===== config.mk =====
export PLATFORM = sky130hd
export DESIGN_NAME = reflet_uart_boot_sequencer
export DESIGN_NICKNAME = d
export VERILOG_FILES = /design/src/rtl/reflet_uart_boot_sequencer.sv
export SDC_FILE = /design/constraint.sdc
export NUM_CORES = 1
export LEC_CHECK = 0
export ABC_CLOCK_PERIOD_IN_PS = 3700
export CELL_PAD_IN_SITES_DETAIL_PLACEMENT = 0
export CELL_PAD_IN_SITES_GLOBAL_PLACEMENT = 1
export CORE_MARGIN = 8
export CORE_UTILIZATION = 30
export DETAILED_ROUTE_END_ITERATION = 16
export PLACE_DENSITY_LB_ADDON = 0.1
export SLEW_MARGIN = 20
export SYNTH_ARGS = -nofsm -noshare
export SYNTH_HDL_FRONTEND = slang
export SYNTH_SLANG_ARGS = --single-unit

===== constraint.sdc =====
create_clock -name clk -period 3.7 [get_ports clk]
set_clock_uncertainty 0.1 [all_clocks]
set_input_delay 0.37 -clock clk [delete_from_list [all_inputs] [get_ports clk]]
set_output_delay 0.37 -clock clk [all_outputs]
set_load 0.01 [all_outputs]

===== src/rtl/reflet_uart_boot_sequencer.sv =====
// Power-up loader: receives a length-prefixed byte stream, packs bytes little-endian
// into RAM words written from address 0, then releases the CPU.
module reflet_uart_boot_sequencer #(
  parameter int unsigned wordsize       = 16,
  parameter int unsigned addr_width     = 10,
  parameter int unsigned timeout_cycles = 100000
) (
  input  logic                  clk,
  input  logic                  reset,
  input  logic [7:0]            rx_data,
  input  logic                  rx_valid,
  input  logic                  reboot,
  output logic [addr_width-1:0] mem_addr,
  output logic [wordsize-1:0]   mem_wdata,
  output logic                  mem_we,
  output logic                  cpu_run,
  output logic                  busy,
  output logic                  error
);

  localparam int unsigned bpw       = wordsize / 8;
  localparam int unsigned max_bytes = (1 << addr_width) * bpw;
  localparam int unsigned tmo_w     = $clog2(timeout_cycles + 1);

  typedef enum logic [2:0] {LEN_LO, LEN_HI, DATA, FLUSH, RUN} state_t;

  state_t                state, state_n;
  logic [15:0]           len, len_n;
  logic [15:0]           byte_cnt, byte_cnt_n;
  logic [addr_width-1:0] word_addr, word_addr_n, mem_addr_n;
  logic [wordsize-1:0]   pack, pack_n, pack_word, mem_wdata_n;
  logic [2:0]            lane, lane_n;
  logic [tmo_w-1:0]      tmo_cnt, tmo_n;
  logic                  error_n, mem_we_n;
  logic                  word_full, last_byte, tmo_expire;
  logic [15:0]           len_hdr;

  assign word_full  = (lane == 3'(bpw - 1));
  assign last_byte  = ((byte_cnt + 16'd1) == len);
  // Expiry cycle is the timeout_cycles-th idle clock; a byte arriving then wins.
  assign tmo_expire = !rx_valid && (tmo_cnt == tmo_w'(timeout_cycles - 1));
  assign len_hdr    = {rx_data, len[7:0]};

  // The final word's write is still in flight on the first RUN cycle.
  assign cpu_run = (state == RUN) && !mem_we;
  assign busy    = (state == LEN_HI) || (state == DATA) || (state == FLUSH);

  always_ff @(posedge clk) begin
    if (reset) begin
      state     <= LEN_LO;
      len       <= '0;
      byte_cnt  <= '0;
      word_addr <= '0;
      pack      <= '0;
      lane      <= '0;
      tmo_cnt   <= '0;
      error     <= 1'b0;
      mem_we    <= 1'b0;
      mem_addr  <= '0;
      mem_wdata <= '0;
    end else begin
      state     <= state_n;
      len       <= len_n;
      byte_cnt  <= byte_cnt_n;
      word_addr <= word_addr_n;
      pack      <= pack_n;
      lane      <= lane_n;
      tmo_cnt   <= tmo_n;
      error     <= error_n;
      mem_we    <= mem_we_n;
      mem_addr  <= mem_addr_n;
      mem_wdata <= mem_wdata_n;
    end
  end

  always_comb begin
    state_n     = state;
    len_n       = len;
    byte_cnt_n  = byte_cnt;
    word_addr_n = word_addr;
    pack_n      = pack;
    lane_n      = lane;
    tmo_n       = tmo_cnt;
    error_n     = error;
    mem_we_n    = 1'b0;
    mem_addr_n  = mem_addr;
    mem_wdata_n = mem_wdata;

    pack_word = pack;
    for (int unsigned i = 0; i < bpw; i++) begin
      if (lane == 3'(i)) pack_word[8*i +: 8] = rx_data;
    end

    case (state)
      LEN_LO: begin
        byte_cnt_n  = '0;
        word_addr_n = '0;
        pack_n      = '0;
        lane_n      = '0;
        tmo_n       = '0;
        if (rx_valid) begin
          len_n[7:0] = rx_data;
          state_n    = LEN_HI;
        end
      end
      LEN_HI: begin
        if (rx_valid) begin
          tmo_n       = '0;
          len_n[15:8] = rx_data;
          if (len_hdr == 16'd0) begin
            state_n = RUN;
            error_n = 1'b0;
          end else if (32'(len_hdr) > max_bytes) begin
            state_n = LEN_LO;
            error_n = 1'b1;
          end else begin
            state_n = DATA;
          end
        end else if (tmo_expire) begin
          state_n = LEN_LO;
          error_n = 1'b1;
          tmo_n   = '0;
        end else begin
          tmo_n = tmo_cnt + 1'b1;
        end
      end
      DATA: begin
        if (rx_valid) begin
          tmo_n      = '0;
          byte_cnt_n = byte_cnt + 16'd1;
          // A partial final word is issued now so it lands during the FLUSH cycle.
          if (word_full || last_byte) begin
            mem_we_n    = 1'b1;
            mem_addr_n  = word_addr;
            mem_wdata_n = pack_word;
            pack_n      = '0;
            lane_n      = '0;
            word_addr_n = word_addr + 1'b1;
          end else begin
            pack_n = pack_word;
            lane_n = lane + 3'd1;
          end
          if (last_byte) begin
            if (word_full) begin
              state_n = RUN;
              error_n = 1'b0;
            end else begin
              state_n = FLUSH;
            end
          end
        end else if (tmo_expire) begin
          state_n     = LEN_LO;
          error_n     = 1'b1;
          tmo_n       = '0;
          byte_cnt_n  = '0;
          word_addr_n = '0;
          pack_n      = '0;
          lane_n      = '0;
        end else begin
          tmo_n = tmo_cnt + 1'b1;
        end
      end
      FLUSH: begin
        state_n = RUN;
        error_n = 1'b0;
      end
      RUN: begin
        if (reboot) begin
          state_n     = LEN_LO;
          byte_cnt_n  = '0;
          word_addr_n = '0;
          pack_n      = '0;
          lane_n      = '0;
          tmo_n       = '0;
        end
      end
      default: state_n = LEN_LO;
    endcase
  end

endmodule


==> summary.txt, run 1 <==
Cells and area
  • Fin area: 6560 µm²
  • ANT cells: 0
  • # fillers: 1926
  • Fin util: 0.355
  • Area growth, synth to finish: 17.6%
  • Fraction of layout cells with a size suffix above 1: 0.0801
  • Non-Filler Instances: 958
  • Final #Nets: 737

Global route
  • Initial antenna violation count: 0
  • Global-route wire length before repair: 27800 µm
  • Global route overflow: 0
  • Largest net degree at the start of global routing: 45
  • Total Routing Usage GR: 0.148
  • Vias in the first global route: 5030

STA
  • Fin crit share: 0.924
  • Post-layout min period: 3420 ps
  • Unrepaired setup endpoints after global routing: no
  • Slew @ Worst Pin: 769 ps
  • Setup-violating endpoint count in the final report: 0
  • Final WS setup: 280 ps
  • Total negative setup slack: 0 ps
  • Fin. max-slew vios: 0
  • Rel. slew slack: 0.487
  • Max Freq: 0.292 GHz
  • Final Hold Viols: 0
  • Min Hold Slack: 321 ps

Pwr
  • Comb pwr share: 0.105
  • Power Internal: 1.78 mW
  • Switch share: 0.270
  • Seq pwr share: 0.497
  • Clk network pwr share: 0.398
  • VDD IR max: 0.000204 V
  • Leak: 2.26 nW
  • Switching power: 0.658 mW
  • P per Cell Area: 372 nW/µm²
  • Tot Pwr: 2.44 mW

Worst setup path
  • Critical Path AT: 3540 ps
  • CP delay by family, top: simple AND/OR/NAND/NOR gates
  • CP peak stage delay: 580 ps
  • Reg2Reg Setup Slack: 280 ps
  • Worst path required time: 3820 ps
  • Crit path launch type: register
  • CP max-delay cell: nor4_1
  • Critical Path Sink Type: register
  • Worst r2r src: byte_cnt[0]
  • CP Cell Sequence: ha_1 > nand3_1 > nor4_1 > xnor2_1 > o2111ai_1 > or4_4 > a21oi_4 > buf_4 > a211oi_1
  • Crit path buf inv count: 1
  • Max FO, Critical Path: 9
  • Depth of the most critical reg-to-reg path: 9
  • Critical path class: register to register
  • RR Endpoint: mem_wdata[1]

Run
  • Max_cap viols: 0

Clock network
  • Post-CTS setup buffers: 0
  • CTS max path bufs: 2
  • CTS tree: built
  • Clk root buf: clkbuf_16
  • Clock Pin Slew Worst Setup and Hold Paths: 80 ps
  • CTS sink count: 109
  • H-tree depth: 3
  • TritonCTS buffer count: 9
  • Post-CTS sizing: 0
  • Hold_buf cts: 0
  • Clock Latency Late Sink: 350 ps

Drt
  • Detail Route Antenna Nets: 0
  • Vias per cell: 5.29
  • Final WL: 16800 µm
  • TritonRoute pass-1 iters: 5
  • Average routed wire per standard cell: 17.6 µm
  • Vias: 5071
  • Post-route DRC: 0
  • Drt first-iter violations: 270

Die
  • Die extent in x: 152 µm
  • Die height: 152 µm
  • Boundary Pins: 42
  • Cell Rows: 50
  • Initial Utilization: 0.302
  • Core Region: 18500 µm²
  • Die area: 23200 µm²

Status
  • Outcome: complete, no violations

Synthesis
  • Mean Syn Cell Area: 8.14 µm²
  • Synth area leader: dfxtp_1
  • Post-synth top cells: nand2_1 (110), dfxtp_1 (109), nor2_1 (61), a21oi_1 (59), o21ai_0 (35)
  • Sequential-to-total area share from yosys stat: 0.391
  • Number of flops mapped to enable cells by yosys: 0
  • #FFs+latches synth: 109
  • Synth warn: 0
  • Mapped Nets: 703
  • Ranking of synthesized cells by area: dfxtp_1 (39%), nand2_1 (7.4%), a21oi_1 (5.3%)
  • Synth Flop Type: dfxtp_1
  • Cell with the most instances after synthesis: nand2_1
  • Post-Synthesis Cells: 685
  • Mapped Area: 5580 µm²
  • Netlist cell types: 70
  • Share of the synthesized area in the top cell type: 0.391
  • Fraction of registers with async set or reset after synthesis: 0

Min path
  • Hold path depth: 2
  • Hold endpoint: mem_we
  • Hold Crit Class: input pin to register
  • Min-delay src: reset

Placed design
  • Worst slack, placed: 330 ps
  • Placed cells: 942
  • Placer Congestion: 0.834
  • DP Area: 6260 µm²
  • Hpwl dp: 11700 µm
  • I/O Buffers: 41
## metal layers
layer,vias up,share of wire,track usage
met5,-,0,0
met2,105,0.44,0.233
li1,2535,-,-
met3,18,0.051,0.0320
met1,2413,0.49,0.198
met4,0,0.016,0.0428
## power groups by stage
stage                     sequential, mW  clock (mW)  combinational, mW
after global placement              1.24           0              0.255
after floorplan                     1.23           0              0.165
after detailed placement            1.24           0              0.256
after CTS                           1.21        1.01              0.257
final                               1.21       0.972              0.256
after global routing                1.21        1.06              0.284
## cells in the final DEF, fill, tap and decap left out, types with 16 or more instances in the layout
cell / netlist / final
nor2_1: 61 / 61
nand3_1: 22 / 22
and3_1: 16 / 16
dfxtp_1: 109 / 109
nand2_1: 110 / 110
a21oi_1: 59 / 58
o21ai_0: 35 / 35
xnor2_1: 17 / 17
buf_4: 2 / 21
clkdlybuf4s50_1: 0 / 40
mux2i_1: 16 / 16
a211oi_1: 21 / 21
## how the worst max path moves through the flow
stage	start	to	slack (ps)	cells past startpoint
2_1_floorplan	byte_cnt[0]	mem_addr[7]	600	8
3_3_place_gp	byte_cnt[0]	mem_wdata[2]	380	9
3_5_place_dp	byte_cnt[0]	mem_wdata[6]	330	9
4_1_cts	byte_cnt[0]	mem_wdata[6]	310	9
5_1_grt	byte_cnt[0]	mem_wdata[7]	50	9
6_report	byte_cnt[0]	mem_wdata[1]	280	9
## state kept, by name (all words and copies together) (netlist names)
signal,cells
byte_cnt,16
lane,3
len,16
mem_addr,10
error,1
tmo_cnt,17
state,3
pack,16
mem_we,1
mem_wdata,16
word_addr,10
## logic make-up (layout without fill, tap and decap cells)
family | count (synthesis) | in the layout | share of synthesized area
simple gates | 284 | 284 | 0.249
xor+xnor | 32 | 32 | 0.0527
buf+inv | 54 | 93 | 0.0411
compound gates | 181 | 181 | 0.217
fa+ha+maj | 6 | 6 | 0.0135
mux | 19 | 19 | 0.0354
flops | 109 | 109 | 0.391
## layout make-up
cell class                 instances  area [µm²]  area share
inverter                          15        56.3     0.00859
clock inverter                     5        41.3     0.00630
multi-input combinational        522        3170       0.483
timing repair buffer              62         563      0.0859
sequential                       109        2180       0.333
clock buffer                      11         253      0.0385
tap                              234         293      0.0446
## worst reg2reg max path, delay by kind of cell, from the launching register on
kind                       cells  cell delay, ps
buffers and inverters          1             240
and+or+nand+nor                3            1310
AOI/OAI and AO/OA              3             590
DFF                            1             490
adders and majority gates      1             330
xor gates and xnor gates       1             220
No activity file was read; power rests on OpenSTA's default activity.
==> run 2, diff against run 1 <==
- MAX_ROUTING_LAYER: not set -> met4
==> run 2 against run 1 <==
- clock-buffer cell count unchanged
- sequential share of layout area did not move
- worst hold slack worse by 0.87 ps
- flip-flop and latch count did not move
- non-clock buffer count stayed put
- register-to-register slack about the same
- via count is 0.49% lower
- first-iteration DRC count rose by 6.7%
- critical path type unchanged
- critical endpoint is now mem_wdata[6]
==> summary.txt, run 2 (synthesis results as in run 1) <==
Global route
  • Global-route wire length before repair: 27700 µm
  • Vias in the first global route: 5027
  • Initial antenna violation count: 0
  • Largest net degree at the start of global routing: 45
  • Total Routing Usage GR: 0.152
  • Global route overflow: 0

STA
  • Final Hold Viols: 0
  • Rel. slew slack: 0.493
  • Fin. max-slew vios: 0
  • Post-layout min period: 3410 ps
  • Fin crit share: 0.921
  • Min Hold Slack: 320 ps
  • Final WS setup: 292 ps
  • Setup-violating endpoint count in the final report: 0
  • Slew @ Worst Pin: 760 ps
  • Max Freq: 0.293 GHz
  • Total negative setup slack: 0 ps
  • Unrepaired setup endpoints after global routing: no

Drt
  • TritonRoute pass-1 iters: 5
  • Drt first-iter violations: 288
  • Final WL: 16800 µm
  • Average routed wire per standard cell: 17.6 µm
  • Vias: 5046
  • Vias per cell: 5.27
  • Post-route DRC: 0
  • Detail Route Antenna Nets: 0

Placed design
  • Hpwl dp: 11700 µm
  • I/O Buffers: 41
  • Placer Congestion: 0.846
  • Worst slack, placed: 330 ps

Worst setup path
  • Worst r2r src: byte_cnt[0]
  • Critical path class: register to register
  • RR Endpoint: mem_wdata[6]
  • Max FO, Critical Path: 9
  • Setup crit start: byte_cnt[0]
  • Reg2Reg Setup Slack: 290 ps
  • Critical Path Sink Type: register
  • Critical Path AT: 3530 ps
  • Crit path launch type: register
  • Worst path required time: 3820 ps
  • Depth of the most critical reg-to-reg path: 9

Clock network
  • CTS max path bufs: 2
  • Clk root buf: clkbuf_16
  • Clock Latency Late Sink: 350 ps
  • Post-CTS setup buffers: 0
  • CTS sink count: 109
  • CTS tree: built
  • Hold_buf cts: 0
  • TritonCTS buffer count: 9
  • Post-CTS sizing: 0
  • H-tree depth: 3
  • Clock Pin Slew Worst Setup and Hold Paths: 80 ps

Cells and area
  • # fillers: 1926
  • Final #Nets: 737
  • Most common cell after layout, fill and taps aside: nand2_1
  • Area growth, synth to finish: 17.6%
  • Most frequent cells in the layout: nand2_1 (110), dfxtp_1 (109), nor2_1 (61)
  • Fraction of layout cells with a size suffix above 1: 0.0801
  • Biggest register: tmo_cnt
  • Max FFs per register: 17
  • ANT cells: 0

Pwr
  • Leak: 2.26 nW
  • VDD IR max: 0.000204 V
  • P per Cell Area: 372 nW/µm²

Die
  • Initial Utilization: 0.302
  • Die height: 152 µm
  • Boundary Pins: 42
  • Die extent in x: 152 µm
  • Die area: 23200 µm²
  • Core Region: 18500 µm²
  • Cell Rows: 50

Min path
  • Hold endpoint: mem_we
  • Hold Crit Class: input pin to register
  • Min-delay src: reset
  • Hold path depth: 2

Run
  • Max_cap viols: 0

Status
  • Outcome: complete, no violations
[run 2: cell counts in the layout (fill, tap and decap cells not counted)]
Identical to the previous run, type by type.
[run 2: metal layers]
layer,part of all wire,vias up,GRT usage
met4,0.017,0,0.0428
li1,-,2535,-
met2,0.44,90,0.233
met5,0,-,-
met1,0.50,2403,0.200
met3,0.040,18,0.0289
[run 2: worst max-delay path: stages (launching register included)]
cell and delay (ps):
dfxtp_1 490, ha_1 330, nand3_1 200, nor4_1 580, xnor2_1 220, o2111ai_1 200, or4_4 520, a21oi_4 300
buf_4 240, a211oi_1 90
[run 2: area by class of cell]
cell class,count,area [µm²],share of cell area
Clock buffer,11,253,0.0385
Clock inverter,5,41.3,0.00630
Inverter,15,56.3,0.00859
Multi-Input combinational cell,522,3170,0.483
Sequential cell,109,2180,0.333
Tap cell,234,293,0.0446
Timing Repair Buffer,62,563,0.0859
[run 2: per-stage QoR]
step	power [mW]	cell area [µm²]	cells	util
floorplan	1.39	5580	685	-
global placement	1.50	6260	942	0.339
detailed placement	1.50	6260	942	0.339
CTS	2.48	6560	958	0.355
global route	2.56	6560	958	0.355
finish	2.44	6560	958	0.355
[run 2: report_power, final]
group	internal, mW	total [mW]	switching (mW)
sequential	1.19	1.21	0.0219
combinational	0.0900	0.256	0.166
clock	0.502	0.973	0.471
[run 2: worst max path at each step]
stage / depth (start not counted) / slack, ps / end
floorplan: 8 / 600 / mem_addr[7]
global placement: 9 / 380 / mem_wdata[2]
detailed placement: 9 / 330 / mem_wdata[6]
CTS: 9 / 310 / mem_wdata[6]
global route: 9 / 50 / mem_wdata[7]
finish: 9 / 290 / mem_wdata[6]
